**config.mk**
```make
export PLATFORM = sky130hd
export DESIGN_NAME = ahb_lite_master_if
export DESIGN_NICKNAME = d
export VERILOG_FILES = /design/src/rtl/ahb_lite_master_if.sv
export SDC_FILE = /design/constraint.sdc
export NUM_CORES = 1
export LEC_CHECK = 0
export ABC_AREA = 1
export CAP_MARGIN = 20
export CORE_MARGIN = 4
export CORE_UTILIZATION = 44
export CTS_CLUSTER_DIAMETER = 30
export CTS_CLUSTER_SIZE = 12
export DETAILED_ROUTE_END_ITERATION = 16
export PLACE_DENSITY = 0.81
export SLEW_MARGIN = 20
export SYNTH_ARGS = -nofsm -noshare
export SYNTH_HDL_FRONTEND = slang
export SYNTH_SLANG_ARGS = --single-unit
```
**constraint.sdc**
```tcl
create_clock -name HCLK -period 2.3 [get_ports HCLK]
set_clock_uncertainty 0.1 [all_clocks]
set_input_delay 0.23 -clock HCLK [delete_from_list [all_inputs] [get_ports HCLK]]
set_output_delay 0.23 -clock HCLK [all_outputs]
set_load 0.02 [all_outputs]
```
**src/rtl/ahb_lite_master_if.sv**
```systemverilog
// Single-outstanding AHB-Lite initiator: turns one core load/store request into
// an AHB-Lite address phase plus data phase and returns one ack pulse per request.
module ahb_lite_master_if #(
  parameter logic [3:0] HPROT_VAL   = 4'b0011,
  parameter bit         ALIGN_CHECK = 1'b1
) (
  input  logic        HCLK,
  input  logic        HRESETn,
  input  logic        req_i,
  input  logic        we_i,
  input  logic [31:0] addr_i,
  input  logic [2:0]  size_i,
  input  logic [31:0] wdata_i,
  output logic        busy_o,
  output logic        ack_o,
  output logic        err_o,
  output logic [31:0] rdata_o,
  output logic [31:0] HADDR,
  output logic [1:0]  HTRANS,
  output logic        HWRITE,
  output logic [2:0]  HSIZE,
  output logic [2:0]  HBURST,
  output logic [3:0]  HPROT,
  output logic [31:0] HWDATA,
  input  logic        HREADY,
  input  logic [31:0] HRDATA,
  input  logic [1:0]  HRESP
);

  typedef enum logic [1:0] {S_IDLE, S_ADDR, S_DATA, S_RESP} state_t;

  state_t      r_state;
  state_t      w_stateNext;
  logic [31:0] r_wdata;
  logic [31:0] w_hwdataRep;
  logic        w_misaligned;
  logic        w_accept;
  logic        w_reject;
  logic        w_issue;
  logic        w_addrDone;
  logic        w_dataDone;
  logic        w_respDone;
  logic        w_unused;

  assign HBURST   = 3'b000;
  assign HPROT    = HPROT_VAL;
  assign w_unused = HRESP[1];

  always_comb begin
    w_misaligned = 1'b0;
    case (size_i)
      3'b000:  w_misaligned = 1'b0;
      3'b001:  w_misaligned = addr_i[0];
      3'b010:  w_misaligned = |addr_i[1:0];
      default: w_misaligned = 1'b1;
    endcase
  end

  // HSIZE already holds the accepted size, so it selects the lane replication.
  always_comb begin
    w_hwdataRep = r_wdata;
    case (HSIZE)
      3'b000:  w_hwdataRep = {4{r_wdata[7:0]}};
      3'b001:  w_hwdataRep = {2{r_wdata[15:0]}};
      default: w_hwdataRep = r_wdata;
    endcase
  end

  always_ff @(posedge HCLK or negedge HRESETn) begin
    if (!HRESETn) r_state <= S_IDLE;
    else          r_state <= w_stateNext;
  end

  always_comb begin
    w_stateNext = r_state;
    case (r_state)
      S_IDLE: if (req_i) w_stateNext = (ALIGN_CHECK && w_misaligned) ? S_RESP : S_ADDR;
      S_ADDR: if (HREADY) w_stateNext = S_DATA;
      S_DATA: if (HREADY) w_stateNext = S_RESP;
      S_RESP: w_stateNext = S_IDLE;
      default: w_stateNext = S_IDLE;
    endcase
  end

  always_comb begin
    w_accept   = (r_state == S_IDLE) && req_i;
    w_reject   = w_accept && ALIGN_CHECK && w_misaligned;
    w_issue    = w_accept && !w_reject;
    w_addrDone = (r_state == S_ADDR) && HREADY;
    w_dataDone = (r_state == S_DATA) && HREADY;
    w_respDone = (r_state == S_RESP);
  end

  // A rejected request never touches the bus; it goes straight to the ack.
  always_ff @(posedge HCLK or negedge HRESETn) begin
    if (!HRESETn) begin
      busy_o  <= 1'b0;
      ack_o   <= 1'b0;
      err_o   <= 1'b0;
      rdata_o <= 32'h0;
      HADDR   <= 32'h0;
      HTRANS  <= 2'b00;
      HWRITE  <= 1'b0;
      HSIZE   <= 3'b010;
      HWDATA  <= 32'h0;
      r_wdata <= 32'h0;
    end else begin
      if (w_accept) begin
        busy_o  <= 1'b1;
        r_wdata <= wdata_i;
      end
      if (w_issue) begin
        HTRANS <= 2'b10;
        HADDR  <= addr_i;
        HWRITE <= we_i;
        HSIZE  <= size_i;
      end
      if (w_addrDone) begin
        HTRANS <= 2'b00;
        HWDATA <= w_hwdataRep;
      end
      if (w_dataDone) begin
        ack_o <= 1'b1;
        err_o <= HRESP[0];
        if (!HWRITE) rdata_o <= HRDATA;
      end
      if (w_reject) begin
        ack_o <= 1'b1;
        err_o <= 1'b1;
      end
      if (w_respDone) begin
        ack_o  <= 1'b0;
        err_o  <= 1'b0;
        busy_o <= 1'b0;
      end
    end
  end

endmodule

```
==> results.toml <==
[logic_synthesis]
syn-cell-area_um2 = 5762
syn_area_per_cell_um2 = 9.866
yosysUniqueCellTypes = 24
yosys_warnings = 0
synthesis.instances = 584
ys_seq_area_frac = 0.5996
synth.top_cell.area_share = 0.5950
synthTopCellsByArea = "dfrtp_1 (60%), nand2_1 (13%), mux2_4 (7.8%)"
synth_top_cell_by_area = "dfrtp_1"
ys_seq_elements = 138

[floorplan]
ios = 218
die_h_um = 122.4
rows = 41
die_area_um2 = 14990
core_area_um2 = 12720
die_w_um = 122.4
initial_utilization = 0.4529

[sta]
fin_crit_sh = 0.9189
drv_slew = 0
slew_headroom = 0.6218
finalHoldViolations = 0
setup_viol = 0
tns_ps = 0
layout_min_cycle_time_ps = 2114
tightestPinTransition_ps = 567.4
timing.fmax_mhz = 473.1
rsz0062_at_grt = "false"
worst_slack_ps = 186.5

[cts]
cts_tree = "yes"
cts-root-buf = "clkbuf_16"
h-tree-depth = 4
clockBufferDepth = 2
numClockSinks = 138
post_cts_resized = 0
postCtsSetupBuffers = 0
cts_buffers = 17
ctsHoldBuffers = 1
clkLatencyLatePin_ps = 420
clk_pin_slew_ps = 60

[critical_path]
crit_arrival_ps = 1780
worstPathCellList = "clkdlybuf4s50_1"
setup.worst_path.start_class = "register"
cpLargestDelayFamily = "buffers and inverters"
reg2reg_from = "r_state[0]$_DFFE_PN0P_"
cp_num_buf_inv = 1
max_stage_delay_ps = 740
required_ps = 1970
cp.depth = 1
reg2reg_depth = 6
critPathKind = "register to output pin"
crit_fanout = 11
crit_start = "HSIZE[0]$_DFFE_PN0P_"
critPathSlowestCell = "clkdlybuf4s50_1"
crit_path_end_kind = "output pin"

[global_route]
grt_pass1_vias = 4923
grt_max_degree = 68
grt_pass1_wl_mm = 24.83
grt_overflow = 0
grt_usage = 0.2148
antenna_found_initial = 0

[placement]
gp_congestion = 0.8651
dp_slack_ps = 231.9
dp_hpwl_mm = 11.21
dp_cells = 948
port_buffers = 208
placed_area_um2 = 7969

[cells_and_area]
design_area_um2 = 8631
drive_gt1_frac = 0.1001
fillerInstances = 1003
fin_nets = 907
area_growth_pct = 49.79
layout.cells.non_filler = 981
antennaDiodeCount = 0

[power_and_ir_drop]
irDropWorstVdd_mv = 0.8747
power_density_nw_per_um2 = 1500
power_mw = 12.95
leakagePower_nw = 4.190

[route]
vias_per_cell = 4.856
routedWlPerCell_um = 16.01
remaining_drc_errors = 0
first_iter_violations = 488
routed_wirelength_mm = 15.71
via_count = 4764
ant_nets = 0
drtPass1Iterations = 5

[outcome]
run_status = "completed"

[hold_path]
min_path_type = "input port to asynchronous set/reset pin"

[job]
cap_violations = 0
-- sequential cells by signal, summed over array words and instances (netlist names) --
name,count
r_wdata,32
ack_o,1
HADDR,32
HWRITE,1
rdata_o,32
r_state,2
HWDATA,32
HTRANS,1
HSIZE,3
busy_o,1
err_o,1
-- cells in the final DEF (no fill, tap or decap), types with 11 or more instances in the layout --
cell,netlist,routed
nand2_1,195,195
dfrtp_1,137,137
clkdlybuf4s50_1,0,207
a31oi_1,15,15
nor2_1,34,34
o21ai_0,53,53
clkbuf_16,0,17
buf_4,8,11
a21oi_1,11,11
inv_1,50,50
mux2_4,30,30
-- synthesized netlist by cell type --
library cell  instances
dfstp_2               1
nand2_1             195
ha_1                  5
buf_4                 8
dfrtp_1             137
or2_1                 1
o21ai_0              53
nand3_2               1
nand2_2               1
a31oi_1              15
clkbuf_1             20
buf_6                 1
a41oi_1               1
buf_2                 2
nand3_1               9
conb_1                2
nor2_2                1
nor2_1               34
mux2_2                2
buf_12                3
a21oi_1              11
mux2_4               30
inv_1                50
inv_2                 1
-- metrics by stage --
step / hold slack, ps / util
floorplan: -165.6 / -
global placement: 65.88 / 0.6264
detailed placement: 73.85 / 0.6264
CTS: 191.1 / 0.6784
global route: 239.8 / 0.6784
finish: 205.5 / 0.6784
-- logic make-up (layout without fill, tap and decap cells) --
kind of cell,after synthesis,after routing,synth area share
mux,32,32,0.08208
other cells,2,8,0.001303
simple gates,242,242,0.1620
buf+inv,85,304,0.07079
flops,138,138,0.5996
compound gates,80,80,0.07340
fa+ha+maj,5,5,0.01086
-- area by class of cell --
cell class	count	area, um2	area share
Clock inverter	11	191.4	0.02218
Timing Repair Buffer	221	2196	0.2544
Clock buffer	21	460.4	0.05335
Sequential cell	138	3455	0.4003
Tap cell	172	215.2	0.02493
Multi-Input combinational cell	367	1922	0.2227
Inverter	51	191.4	0.02218
-- worst paths after layout --
kind,end,slack (ps)
worst max register to register,rdata_o[1]$_DFFE_PN0P_,260
max in group asynchronous,HADDR[23]$_DFFE_PN0P_,1150
worst min-delay path,HWDATA[9]$_DFFE_PN0P_,210
worst min register to register,r_wdata[19]$_DFFE_PN0P_,370
min in group HCLK,r_wdata[15]$_DFFE_PN0P_,240
worst max-delay path,HSIZE[0],190
-- report_power, final --
part	internal (mW)	switching (mW)	leakage [nW]
Sequential	3.60	0.793	1.69
Combinational	2.71	2.84	2.19
Clock	1.98	1.03	0.310
-- per-layer routing --
layer	track usage	part of all wire
met1	0.2586	0.38
met2	0.3621	0.51
met3	0.06313	0.083
met4	0.08747	0.019
met5	0	0
(Power assumes the default switching activity.)
